[src/rtl/conv_seq_ctrl.sv]
// Tap sequencer for the PE input mux and MAC accumulator (3x3 filter over 4x4 input).
// Define CONV_PAD_EN for zero-padding (pad 1) mode with a 4x4 output; default is valid mode.
module conv_seq_ctrl #(
    parameter int MAC_LAT = 2
) (
    input  logic       clk,
    input  logic       reset,
    input  logic       start,
    input  logic       stall,
    output logic [3:0] s0,
    output logic [3:0] s1,
    output logic       acc_clr,
    output logic       acc_en,
    output logic       last_tap,
    output logic       out_valid,
    output logic [1:0] out_row,
    output logic [1:0] out_col,
    output logic       busy,
    output logic       done
);

`ifdef CONV_PAD_EN
    localparam logic [1:0] OMAX = 2'd3;
`else
    localparam logic [1:0] OMAX = 2'd1;
`endif

    typedef enum logic [1:0] {IDLE, RUN, DRAIN, DONE} state_t;

    state_t     state, next_state;
    logic [1:0] oi, oj, ki, kj;
    logic [1:0] oi_n, oj_n, ki_n, kj_n;
    logic [2:0] drain_cnt, drain_n;
    logic [3:0] s0_n, s1_n;
    logic       clr_n, en_n, last_n, busy_n, done_n;
    logic       issue, final_tap;
    logic [7:0] sel;
    logic [4:0] pipe [MAC_LAT];

    // counters always describe the tap currently presented on s0/s1
    assign final_tap = (oi == OMAX) && (oj == OMAX) &&
                       (ki == 2'd2) && (kj == 2'd2);

    assign out_valid = pipe[MAC_LAT-1][4];
    assign out_row   = pipe[MAC_LAT-1][3:2];
    assign out_col   = pipe[MAC_LAT-1][1:0];

    function automatic logic [7:0] tap_sel(input logic [1:0] p_i, p_j,
                                           input logic [1:0] f_i, f_j);
`ifdef CONV_PAD_EN
        logic [2:0] r, c;
        logic [1:0] rc, cc;
        logic       oob;
        r   = {1'b0, p_i} + {1'b0, f_i};
        c   = {1'b0, p_j} + {1'b0, f_j};
        oob = (r == 3'd0) || (r > 3'd4) || (c == 3'd0) || (c > 3'd4);
        rc  = (r == 3'd0) ? 2'd0 : (r > 3'd4) ? 2'd3 : 2'(r - 3'd1);
        cc  = (c == 3'd0) ? 2'd0 : (c > 3'd4) ? 2'd3 : 2'(c - 3'd1);
        return {(oob ? 4'hF : {f_j, f_i}), cc, rc};
`else
        logic [1:0] rs, cs;
        rs = p_i + f_i;
        cs = p_j + f_j;
        return {f_j, f_i, cs, rs};
`endif
    endfunction

    // state register
    always_ff @(posedge clk or posedge reset) begin
        if (reset) state <= IDLE;
        else       state <= next_state;
    end

    // next-state logic
    always_comb begin
        next_state = state;
        case (state)
            IDLE:    if (start) next_state = RUN;
            RUN:     if (final_tap) next_state = DRAIN;
            DRAIN:   if (drain_cnt == 3'(MAC_LAT - 1)) next_state = DONE;
            DONE:    next_state = IDLE;
            default: next_state = IDLE;
        endcase
    end

    // next values of counters and registered outputs
    always_comb begin
        oi_n    = oi;
        oj_n    = oj;
        ki_n    = ki;
        kj_n    = kj;
        drain_n = drain_cnt;
        s0_n    = s0;
        s1_n    = s1;
        clr_n   = 1'b0;
        en_n    = 1'b0;
        last_n  = 1'b0;
        issue   = 1'b0;
        sel     = 8'h0;
        case (state)
            IDLE: begin
                if (start) begin
                    oi_n  = 2'd0;
                    oj_n  = 2'd0;
                    ki_n  = 2'd0;
                    kj_n  = 2'd0;
                    issue = 1'b1;
                end
            end
            RUN: begin
                if (final_tap) begin
                    s1_n    = 4'hF;
                    drain_n = 3'd0;
                end else if (!stall) begin
                    issue = 1'b1;
                    if (kj != 2'd2) kj_n = kj + 2'd1;
                    else begin
                        kj_n = 2'd0;
                        if (ki != 2'd2) ki_n = ki + 2'd1;
                        else begin
                            ki_n = 2'd0;
                            if (oj != OMAX) oj_n = oj + 2'd1;
                            else begin
                                oj_n = 2'd0;
                                oi_n = oi + 2'd1;
                            end
                        end
                    end
                end
            end
            DRAIN: begin
                s1_n    = 4'hF;
                drain_n = drain_cnt + 3'd1;
            end
            default: s1_n = 4'hF;
        endcase
        if (issue) begin
            sel    = tap_sel(oi_n, oj_n, ki_n, kj_n);
            s0_n   = sel[3:0];
            s1_n   = sel[7:4];
            en_n   = 1'b1;
            clr_n  = (ki_n == 2'd0) && (kj_n == 2'd0);
            last_n = (ki_n == 2'd2) && (kj_n == 2'd2);
        end
        busy_n = (next_state == RUN) || (next_state == DRAIN);
        done_n = (next_state == DONE);
    end

    // counter and output registers
    always_ff @(posedge clk or posedge reset) begin
        if (reset) begin
            oi        <= 2'd0;
            oj        <= 2'd0;
            ki        <= 2'd0;
            kj        <= 2'd0;
            drain_cnt <= 3'd0;
            s0        <= 4'h0;
            s1        <= 4'hF;
            acc_clr   <= 1'b0;
            acc_en    <= 1'b0;
            last_tap  <= 1'b0;
            busy      <= 1'b0;
            done      <= 1'b0;
        end else begin
            oi        <= oi_n;
            oj        <= oj_n;
            ki        <= ki_n;
            kj        <= kj_n;
            drain_cnt <= drain_n;
            s0        <= s0_n;
            s1        <= s1_n;
            acc_clr   <= clr_n;
            acc_en    <= en_n;
            last_tap  <= last_n;
            busy      <= busy_n;
            done      <= done_n;
        end
    end

    // completion pipeline matching the MAC latency; never stalled
    always_ff @(posedge clk or posedge reset) begin
        if (reset) begin
            for (int i = 0; i < MAC_LAT; i++) pipe[i] <= 5'd0;
        end else begin
            pipe[0] <= {last_tap, oi, oj};
            for (int i = 1; i < MAC_LAT; i++) pipe[i] <= pipe[i-1];
        end
    end

endmodule

[config.mk]
export PLATFORM = sky130hd
export DESIGN_NAME = conv_seq_ctrl
export DESIGN_NICKNAME = d
export VERILOG_FILES = /design/src/rtl/conv_seq_ctrl.sv
export SDC_FILE = /design/constraint.sdc
export NUM_CORES = 1
export LEC_CHECK = 0
export CORE_MARGIN = 10
export CORE_UTILIZATION = 44
export CTS_CLUSTER_DIAMETER = 40
export DETAILED_ROUTE_END_ITERATION = 8
export HOLD_SLACK_MARGIN = 0.02
export PLACE_DENSITY = 0.68
export RECOVER_POWER = 100
export SLEW_MARGIN = 15
export SYNTH_ARGS = -nofsm -noshare
export SYNTH_HDL_FRONTEND = slang
export SYNTH_SLANG_ARGS = --single-unit
[constraint.sdc]
create_clock -name clk -period 5.9 [get_ports clk]
set_input_delay 0.59 -clock clk [delete_from_list [all_inputs] [get_ports clk]]
set_output_delay 0.59 -clock clk [all_outputs]
set_load 0.01 [all_outputs]
* After elaboration in Yosys (flattened, before gate mapping)
Cells that the tools add are included. W data, S select, Z words.
Storage, ports and cells: bits of input ports 4, logic and storage cells 94, flip-flop bits (word level) 36, output and inout bits 18
Operators by class: reduce and logical (&&, ||, !) cells 12, mux-type cells 41, add/subtract/negate cells 7, equal/unequal tests 19
Operators by type and width (number):
- $mux W2 | 24
- $eq A2 B2 Y1 const B | 8
- $pmux W2 S2 | 4
- $add A2 B1 Y2 const B | 4
- $eq A2 B1 Y1 const B | 4
- $mux W4 | 2
- $ne A2 B2 Y1 const B | 4
- $pmux W2 S4 | 1
- $pmux W4 S2 | 1
- $logic_not A2 Y1 | 3
- $mux W1 | 6
- $pmux W3 S2 | 1
- $logic_and A1 B1 Y1 | 5
- $add A2 B2 Y2 | 2
- $reduce_and A2 Y1 | 2
- $add A3 B1 Y3 const B | 1
- $eq A3 B1 Y1 const B | 1
- $mux W3 | 1
- $ne A3 B3 Y1 const B | 1
- $ne A2 B1 Y1 const B | 1
- $pmux W1 S2 | 1
- $reduce_bool A2 Y1 | 1
- $logic_or A1 B1 Y1 | 1

* Logic depth before layout (Yosys ltp)
Gate-level depths: netlist of run 1.
depth after elaboration 9, depth in mapped cells 13, gate-level depth less buffers 13

* Worst setup path before layout of run 1
OpenSTA, ideal clock, no wires.
path kind register to register, start register oi[0], end register s0[1], path buffers 1, arrival time 2755 ps, library setup time 86 ps, path slack 3059 ps, clock period less this slack 2841 ps, cell stages (with the launch flop) 12, data required time 5814 ps, cells stage by stage dfrtp_1 -> ha_1 -> or4b_1 -> or4_1 -> buf_2 -> xor2_1 -> nor2_1 -> ha_1 -> or2_2 -> a21o_1 -> and4_4 -> nor3_1
Between the ends: cells in the longest elaborated chain, start to end 8, elaborated cells on any way between the ends 17, classes of those cells add/sub (2); eq/ne (1); mux (11); reduce/logical (3)
RTL lines:
- from (decl) | line 31 | logic [1:0] oi, oj, ki, kj;
- from (signal assigned) | line 165 | oi <= oi_n;
- $add A2 B1 Y2 | line 125 | oi_n = oi + 2'd1;
- $mux W2 | line 122 | if (oj != OMAX) oj_n = oj + 2'd1;
- $mux W2 | line 119 | if (ki != 2'd2) ki_n = ki + 2'd1;
- $mux W2 | line 116 | if (kj != 2'd2) kj_n = kj + 2'd1;
- $mux W2 | line 114 | end else if (!stall) begin
- $mux W2 | line 111 | if (final_tap) begin
- $pmux W2 S2 (*) | line 100 | case (state)
- named net oi_n[0] | line 32 | logic [1:0] oi_n, oj_n, ki_n, kj_n;
- $add A2 B2 Y2 (*) | line 62 | rs = p_i + f_i;
- to (signal assigned) | line 170 | s0 <= s0_n;
- to (decl) | line 10 | output logic [3:0] s0,
The timed path passes the listed nets; every way through them passes the cells marked *. A chain may end at the register's enable or synchronous reset.

* Worst setup path after layout of run 1
start input stall, end register s0[3]
Between the ends: cells in the longest elaborated chain, start to end 4, elaborated cells on any way between the ends 10, classes of those cells add/sub (1); mux (9)
RTL lines:
- from (decl) | line 9 | input logic stall,
- $mux W2 | line 114
- $mux W2 | line 111
- $pmux W2 S2 | line 100
- named net oj_n[0] | line 32
- $add A2 B2 Y2 | line 63 | cs = p_j + f_j;
The timed path passes the listed nets, and every way through them passes these cells.

==> flow_summary.yaml, run 1 <==
sta:
  finClkSkew_ps: 3.738
  hold_viol_final: 0
  min_period_over_period_pct: 53.33
  slew_headroom_pct: -24.26
  setup_violations: 0
  worstMarginPinSlew_ps: 1864
  fmax_ghz: 0.3178
  fin_tns_setup_ps: 0
  finalCriticalPeriod_ps: 3146
  slew_viol_final: 37
  rsz0062_at_grt: "no"
min_path:
  hold_class: "flip-flop to flip-flop"
synth:
  ys_types: 48
  synth_most_common_cell: "dfrtp_1"
  ys_seq_area_share_pct: 53.95
  synth_top_area_share_pct: 47.69
  yosys_warnings: 0
  synth_edf_count: 0
  netlist_top_cells_count: "32 x dfrtp_1, 14 x nand2_1, 9 x o21ai_0"
  synth_top_cell_by_area: "dfrtp_1"
  ys_async_sr_fraction_pct: 100.0
  synthTopCellsByArea: "dfrtp_1 48%, dfstp_2 6.3%, ha_1 4.5%"
  synth-seq-cells: 36
  synth.net_count: 163
  syn_area_sq_um: 1679
  synthFlopType: "dfrtp_1"
  syn_inst: 153
  avgSynthCellArea_sq_um: 10.97
grt:
  grt_pass1_wl_um: 5768
  grt_max_degree: 37
  antenna_found_initial: 0
  grt_usage_pct: 11.11
  grt_pass1_vias: 1188
  grt_overflow: 0
detailed_routing:
  vias: 1239
  wirelength_um: 3446
  ant_nets: 0
  detail_route.wl_per_cell_um: 15.81
  drt_iter0_markers: 93
  dr.pass1.iters: 4
  via_per_inst: 5.683
  route.detailed.drc: 0
clock_network:
  clk_latency_ps: 290
  cts_hold_buf: 0
  cts_setup_buffers: 0
  cts_resized: 0
  cts.htree.levels: 2
  clk_pin_slew_ps: 70
  cts_buffer_depth: 2
  cts_buffers: 5
  cts.sinks: 36
  root_buffer: "clkbuf_8"
  cts_tree: "built"
finish:
  layout.nets: 180
  area_growth_pct: 17.21
  layout-drive-gt1-share_pct: 10.00
  num_antenna_cells: 0
  post-route-util_pct: 53.36
placement:
  gp_congestion: 0.8894
  dp_hpwl_um: 2498
  numPortBuffers: 21
setup_path:
  worstSetupPathType: "input port to flip-flop"
  critPathMaxStageDelay_ps: 670
  worstSetupStartpointType: "input port"
  worstPathRequired_ps: 6050
  worstPathMaxFanout: 10
  slowest_stage: "dlygate4sd3_1"
  cp-end-kind: "flip-flop"
  cp_cell_sequence: "dlygate4sd3_1 -> nor3b_1 -> nand3_1 -> o21ai_0 -> o31ai_1 -> a22o_1 -> ha_1 -> or2b_1 -> a211oi_1 -> a311o_1 -> xnor2_1 -> o21ai_0"
  cp.arrival_ps: 3300
  cpMostUsedCell: "o21ai_0"
die:
  core-area_sq_um: 3689
  die_w_um: 81.78
  die_h_um: 81.78
  initial_utilization_pct: 45.52
  die_area_sq_um: 6687
  rows: 22
  ios: 22
power:
  vdd_drop_max_mv: 0.2224
  p_leak_nw: 0.8737
  power_density_nw_per_um2: 442.9
run_status:
  status: "finished with violations"
  failed_checks: "capacitance limit, slew limit"
run:
  drv_cap: 1
## placed cells by master, fill, tap and decap left out, types with 3 or more instances in the layout
| cell | instances |
|---|---|
| a211oi_1 | 3 |
| a21oi_1 | 5 |
| clkbuf_8 | 5 |
| dfrtp_1 | 32 |
| dfstp_2 | 4 |
| dlygate4sd3_1 | 20 |
| ha_1 | 6 |
| inv_1 | 8 |
| nand2_1 | 14 |
| nor2_1 | 3 |
| nor3_1 | 5 |
| nor3b_1 | 4 |
| o21ai_0 | 10 |
| o22a_1 | 4 |
## worst paths after layout
| path | cells past startpoint | endpoint | slack, ps | from |
|---|---|---|---|---|
| setup / recovery | 12 | s0[3] | 2750 | stall |
| hold / removal | 0 | out_col[1] | 350 | pipe[6] |
| setup reg to reg | 11 | s0[1] | 2780 | oi[1] |
| hold reg to reg | 0 | out_col[1] | 350 | pipe[6] |
| max in group asynchronous | 3 | drain_cnt[1] | 3420 | reset |
| min in group asynchronous | 3 | out_col[0] | 1410 | reset |
## cells by family (layout without fill, tap and decap cells)
kind of cell / Yosys count / in the layout / share of synthesized area, %
flops: 36 / 36 / 53.95
xor+xnor: 3 / 3 / 1.565
compound gates: 41 / 41 / 17.06
simple gates: 47 / 47 / 17.44
fa+ha+maj: 6 / 6 / 4.471
buf+inv: 20 / 37 / 5.514
## report_power, final
part | total, W | switching [W] | internal [W]
combinational | 0.000310 | 0.000162 | 0.000149
sequential | 0.000398 | 0.0000732 | 0.000325
clock | 0.000163 | 0.0000830 | 0.0000802
## cell type report
type                            instances  area (sq um)
Inverter                                8         30.03
Clock buffer                            6         72.57
Tap cell                               48         60.06
Fill cell                             322          1720
Clock inverter                          1         5.005
Multi-Input combinational cell         97         680.7
Timing Repair Buffer                   22         214.0
Sequential cell                        36         905.9
## per-layer routing
| metal | track usage [%] | wire (um) | part of all wire, % | up-vias |
|---|---|---|---|---|
| li1 | - | - | - | 582 |
| met1 | 13.02 | 1501 | 44 | 610 |
| met2 | 18.18 | 1681 | 49 | 42 |
| met3 | 3.821 | 220 | 6.4 | 5 |
| met4 | 4.592 | 42 | 1.2 | 0 |
| met5 | 0 | 0 | 0 | - |
## worst max-delay path, delay by kind of cell
| kind | cells | cell delay [ps] |
|---|---|---|
| AO/OA/AOI/OAI | 6 | 970 |
| XOR/XNOR | 1 | 110 |
| adder cells (fa/ha/maj) | 1 | 210 |
| buffers and inverters | 1 | 670 |
| AND/OR/NAND/NOR | 3 | 750 |
## through the flow
stage          instances  cell area (sq um)  setup WS (ps)   power, W  hold WS, ps
6_report             218               1968           2754  0.0008716        350.2
3_5_place_dp         211               1894           2594  0.0007315        337.9
5_1_grt              218               1968           2491  0.0009360        366.4
4_1_cts              218               1972           2785  0.0008942        353.1
2_1_floorplan        153               1679           3059  0.0006016        331.2
3_3_place_gp         211               1894           2699  0.0007211        332.6
## sequential cells by signal, summed over array words and instances, names as in the netlist
signal     flops
acc_clr        1
kj             2
ki             2
s0             4
pipe           5
state          2
oj             2
done           1
s1             4
acc_en         1
out_row        2
out_valid      1
drain_cnt      3
oi             2
busy           1
last_tap       1
out_col        2
Power figures use the tool's default switching activity.
==> run 2: changes to the inputs <==
==> constraint.sdc (replaced) <==
create_clock -name clk -period 3.1 [get_ports clk]
set_input_delay 0.31 -clock clk [delete_from_list [all_inputs] [get_ports clk]]
set_output_delay 0.31 -clock clk [all_outputs]
set_load 0.01 [all_outputs]
==> run 2 against run 1 <==
Effect of this change:
- the flow still finishes with violations (capacitance limit, slew limit)
- power is 110% higher
- highest routed layer unchanged
- sequential share of layout area down 1.7 points
- critical path depth fell by 1
==> flow_summary.yaml, run 2 (synthesis results as in run 1) <==
run_status:
  status: "finished with violations"
  failed_checks: "capacitance limit, slew limit"
power:
  power.total_w: 0.001799
  power_density_nw_per_um2: 880.7
  p_leak_nw: 0.8985
  vdd_drop_max_mv: 0.3979
detailed_routing:
  wirelength_um: 3735
  route.detailed.drc: 0
  via_per_inst: 5.598
  dr.pass1.iters: 4
  vias: 1254
  ant_nets: 0
  detail_route.wl_per_cell_um: 16.67
  drt_iter0_markers: 138
sta:
  finClkSkew_ps: 8.039
  hold_viol_final: 0
  rsz0062_at_grt: "no"
  fin_tns_setup_ps: 0
  min_period_over_period_pct: 96.76
  slew_headroom_pct: -24.76
  fmax_ghz: 0.3334
  setup_violations: 0
  worstMarginPinSlew_ps: 1871
  slew_viol_final: 37
  finalCriticalPeriod_ps: 3000
  holdWs_ps: 348.6
setup_path:
  worstPathRequired_ps: 3310
  worstPathMaxFanout: 4
  worstSetupPathType: "flip-flop to flip-flop"
  cp-end-kind: "flip-flop"
  cp.arrival_ps: 3210
  worstSetupStartpointType: "flip-flop"
clock_network:
  root_buffer: "clkbuf_8"
  cts.htree.levels: 2
  cts_buffer_depth: 2
  cts_tree: "built"
  clk_latency_ps: 290
  cts_hold_buf: 0
  clk_pin_slew_ps: 70
  cts_buffers: 5
  cts.sinks: 36
  cts_setup_buffers: 0
  cts_resized: 0
finish:
  largest-register: "pipe"
  area_growth_pct: 21.68
  largest_reg_flops: 5
  final_cell_mix: "32 x dfrtp_1, 19 x dlygate4sd3_1, 14 x nand2_1"
  final_common_cell: "dfrtp_1"
  layout.nets: 185
  num_antenna_cells: 0
  fill_cells: 342
  reg_top3: "pipe: 5 flops, s0: 4 flops, s1: 4 flops"
  layout-drive-gt1-share_pct: 14.20
die:
  core-area_sq_um: 3689
  die_area_sq_um: 6687
  initial_utilization_pct: 45.52
  die_h_um: 81.78
  ios: 22
  die_w_um: 81.78
  rows: 22
min_path:
  hold_class: "flip-flop to flip-flop"
grt:
  grt_pass1_wl_um: 6341
  grt_max_degree: 37
  grt_pass1_vias: 1340
  grt_overflow: 0
  grt_usage_pct: 12.11
  antenna_found_initial: 0
placement:
  numPortBuffers: 21
  dp_hpwl_um: 2694
  gp_congestion: 0.9649
run:
  drv_cap: 1
## run 2: worst paths after layout
path,startpoint,end,slack (ps),cells after the start
hold reg to reg,pipe[5],out_col[0],350,0
setup reg to reg,oi[1],s0[1],100,11
hold / removal,pipe[5],out_col[0],350,0
setup / recovery,oi[1],s0[1],100,11
min in group asynchronous,reset,pipe[7],1140,3
max in group asynchronous,reset,pipe[9],880,3
## run 2: metrics by stage
step	utilization, %	std cells	setup WS (ps)	cell area [sq um]
after detailed placement	52.37	216	25.67	1932
final	55.39	224	100.3	2043
after global placement	52.37	216	119.0	1932
after global routing	55.39	224	7.634	2043
after CTS	55.29	224	30.55	2039
after floorplan	-	153	259.1	1679
## run 2: layout make-up
cell class | instances | area, sq um | share of cell area [%]
flip-flops and latches | 36 | 905.9 | 44.34
multi-input cells | 97 | 699.4 | 34.23
repair buffers | 27 | 240.2 | 11.76
clock buffers | 6 | 72.57 | 3.552
well taps | 48 | 60.06 | 2.939
clock inverters | 2 | 35.03 | 1.715
inverters | 8 | 30.03 | 1.470
## run 2: report_power, final
group | switching [W] | total, W | leakage (nW) | internal [W]
Clock | 0.000163 | 0.000402 | 0.0552 | 0.000239
Combinational | 0.000386 | 0.000690 | 0.372 | 0.000304
Sequential | 0.0000888 | 0.000707 | 0.472 | 0.000619
## run 2: layer usage
metal  wire, um  GRT usage [%]  share of wire (%)  vias to the layer above
met1       1506          13.25                 40                      618
li1           -              -                  -                      598
met4         29          3.741               0.78                        0
met3        257          4.913                6.9                        5
met2       1942          21.00                 52                       33
met5          0              0                  0                        -
## run 2: worst max-delay path, stage by stage (launching register included)
cell and delay (ps):
dfrtp_1 380, inv_1 80, ha_2 190, or4b_1 500
or4_4 450, xor2_1 210, nor2_1 90, ha_2 210
or2_2 270, a21o_1 190, and4_4 200, nor3_2 160
==> edit 1: new RTL, flow settings as in run 2 <==
Reset style: synchronous (`reset`), changed in 3 clocked blocks.
--- a/src/rtl/conv_seq_ctrl.sv
+++ b/src/rtl/conv_seq_ctrl.sv
@@ -68,3 +68,3 @@
     // state register
-    always_ff @(posedge clk or posedge reset) begin
+    always_ff @(posedge clk) begin
         if (reset) state <= IDLE;
@@ -149,3 +149,3 @@
     // counter and output registers
-    always_ff @(posedge clk or posedge reset) begin
+    always_ff @(posedge clk) begin
         if (reset) begin
@@ -180,3 +180,3 @@
     // completion pipeline matching the MAC latency; never stalled
-    always_ff @(posedge clk or posedge reset) begin
+    always_ff @(posedge clk) begin
         if (reset) begin
Function: differs if reset is asserted again (counterexample within 4 cycles, from zero or initial values and one cycle with reset high); with reset held inactive, the same outputs for 10 cycles.
==> edit 1 against run 2 <==
- sequential cell count unchanged
- final cell count grew 5.4%
- clock skew up 1.7 ps
- area after synthesis decreased by 4.9%
- final area decreased by 8.4%
- worst setup slack gained 560 ps
- count of clock-buffer cells in the layout grew 1
- routed wire length down 8.4%
- hold slack improved by 100 ps
- sequential share of layout area is 5.8 points lower
- critical path type unchanged
Power is not compared: it rests on default switching activity, and its combinational part moved more than twofold at a synthesized area within 25%.
==> edit 1: results (changes against run 2) <==
metric,value,unit,change
outcome,finished clean,,
met2_usage,0.173,,-0.0367
met1_usage,0.126,,-0.00626
worstPathMaxFanout,14,,+10
synthCells,169,,+10%
synth.top_cells.by_count,"dfxtp_1, nor2_1, nor2b_1, nand2_1, inv_1",,
ff2ff_setup_slack,660,ps,+560 ps
nFillCells,333,,-2.6%
ys_seq_area_frac,0.451,,-0.0881
clock_latency,340,ps,+50 ps
holdWs,451,ps,+102 ps
hpwl,2.59,mm,-3.8%
clk_pin_slew,110,ps,+40 ps
drive_above_1_share,0.0684,,-0.0736
ys_top_cells_by_area,"dfxtp_1, nor2b_1, nor2_1",,
placed_cells,228,,+5.6%
hp-start,pipe[0][3]$_SDFF_PP0_,,
critPathArrivalTime,2700,ps,-510 ps
dpl_cell_area,1820,um2,-5.8%
nets,198,,+7.0%
first_global_vias,1167,,-13%
vias_per_cell,5.50,,-1.8%
path_delay_family,compound AO/OA/AOI/OAI gates,,
grt_usage,0.108,,-0.0128
synthArstFlopShare,0,,-1.00
## edit 1: cell count changes after synthesis, sizes merged, moves of 5 or more
cell | run 2 | this run
dfrtp | 32 | 0
nor2 | 3 | 17
dfxtp | 0 | 36
o21ai | 10 | 2
nor2b | 1 | 16
nand2 | 14 | 9
## edit 1: cell families (layout without fill, tap and decap cells)
family / after synthesis / count (layout) / synth area share
fa+ha+maj: 5 / 5 / 0.0392
buf+inv: 17 / 38 / 0.0533
xor+xnor: 3 / 3 / 0.0165
compound gates: 35 / 35 / 0.169
simple gates: 70 / 70 / 0.251
flops: 36 / 36 / 0.451
mux: 3 / 3 / 0.0204
## edit 1: layout make-up
cell class | instances | area, um2 | area share
Multi-Input combinational cell | 116 | 783 | 0.418
Sequential cell | 36 | 721 | 0.385
Timing Repair Buffer | 23 | 221 | 0.118
Tap cell | 46 | 57.6 | 0.0307
Clock buffer | 7 | 55.1 | 0.0294
Inverter | 7 | 26.3 | 0.0140
Clock inverter | 1 | 7.51 | 0.00401
==> edit 2: new RTL, flow settings as in run 2 <==
Without the edit above. The option `CONV_PAD_EN` is turned on by a define.
--- a/src/rtl/conv_seq_ctrl.sv
+++ b/src/rtl/conv_seq_ctrl.sv
@@ -2,2 +2,4 @@
 // Define CONV_PAD_EN for zero-padding (pad 1) mode with a 4x4 output; default is valid mode.
+`define CONV_PAD_EN
+
 module conv_seq_ctrl #(
Function: changed (Yosys sat finds a counterexample within 4 cycles, from zero or initial values and one cycle with reset high).
==> edit 2 against run 2 <==
- area after synthesis increased by 7.0%
- power decreased by 0.90%
- critical path type unchanged
- largest power group is now combinational cells
- hold slack got worse by 0.77 ps
- final cell count increased by 4.9%
- count of clock-buffer cells in the layout increased by 2
- worst setup slack got worse by 5.7 ps
- clock power decreased by 17%
- routed wire length increased by 1.1%
- sequential cell count unchanged
- critical path depth unchanged
- final area increased by 11%
- utilization increased by 1.7 points
- highest routed layer unchanged
- sequential power decreased by 3.4%
==> edit 2: results (changes against run 2) <==
metric,value,unit,change
outcome,finished clean,,
met3_length,132,um,-49%
hpwl,2.86,mm,+6.3%
grt_usage,0.112,,-0.00902
synth_cell_types,47,,-2.1%
met3_usage,0.0342,,-0.0149
power_frac_comb,0.430,,+0.046
regToRegStartpoint,oi[0]$_DFF_PP0_,,
nNonClkInverters,16,,+8
synth_nets,166,,+1.8%
top_regs,"pipe: 5 flops, s0: 4 flops, s1: 4 flops",,
path_delay_family,adder cells,,
seqCellArea,908,um2,+0.28%
synth_seq_cells,36,,unchanged
buffers_excl_clock,36,,+33%
n_clock_buffer,8,,+2
multi_input_area,821,um2,+17%
drive_above_1_share,0.254,,+0.112
critPathArrivalTime,3220,ps,about the same
drt-total-wl,3.78,mm,+1.1%
switching_share,0.335,,-0.0192
multi_input_gates,89,,-8.2%
fin_skew,5.54,ps,-2.50 ps
slew-limit-headroom,0.534,,+0.781
rr_endpoint,s1[1]$_DFFE_PP1P_,,
gp_congestion,0.903,,-6.5%
wl_met2,1.94,mm,-0.10%
hold_end,out_row[0]$_DFF_PP0_,,
path_class,flip-flop to flip-flop,,
met2_usage,0.190,,-0.0205
crit_path_top_delay_cell,dfrtp_2,,
dr.first_iter.drc_count,47,,-66%
seq_power_share,0.383,,-0.010
cpPeakStageDelay,440,ps,-60 ps
grt_pass1_wl,6.47,mm,+2.0%
clock_area_frac,0.0397,,-0.0129
nets,202,,+9.2%
yosysWarnings,0,,unchanged
first_global_vias,1345,,+0.37%
holdWs,348,ps,-0.775 ps
vdd_drop_max,0.000467,V,+17%
pre_cts_slack,-221,ps,-247 ps
grt_max_degree,20,,-46%
vias,1229,,-2.0%
p_leak,0.00100,uW,+12%
hold_class,flip-flop to flip-flop,,
ys_top_cells_by_area,"dfrtp_1, ha_1, dfstp_2",,
ys_seq_area_frac,0.504,,-0.0353
holdPathStages,0,,unchanged
wl_met1,1.65,mm,+9.7%
met1_usage,0.129,,-0.00383
synth.top_cells.by_count,"dfrtp_1, inv_1, ha_1, nor2_1",,
layout.nonclk_buf_frac,0.143,,+0.0259
nFillCells,335,,-2.0%
setup_ws,94.6,ps,-5.72 ps
hp-start,pipe[7]$_DFF_PP0_,,
edit 2: what timing repair did:
action                                  CTS  global route
pin swaps                                 1             5
endpoints found under the setup margin    4             7
gates cloned                              0             0
buffers inserted                          0             3
resized for setup                         2             9
edit 2: cell families (layout without fill, tap and decap cells):
| family | count (synthesis) | in the layout | share of synthesized area |
|---|---|---|---|
| AO/OA/AOI/OAI | 31 | 31 | 0.133 |
| XOR/XNOR | 2 | 2 | 0.00975 |
| adder cells (fa/ha/maj) | 15 | 15 | 0.111 |
| buffers and inverters | 23 | 60 | 0.0592 |
| flip-flops | 36 | 36 | 0.504 |
| multiplexers | 9 | 9 | 0.0522 |
| AND/OR/NAND/NOR | 32 | 32 | 0.130 |
edit 2: metrics by stage:
step,cell area (um2),util,power (uW),setup TNS (ps),cells
after floorplan,1800,-,1130,0,148
after global placement,2110,0.532,1370,-411,224
after detailed placement,2110,0.532,1430,-1230,224
after CTS,2220,0.558,1780,0,232
after global routing,2270,0.571,1930,-179,235
final,2270,0.571,1780,0,235
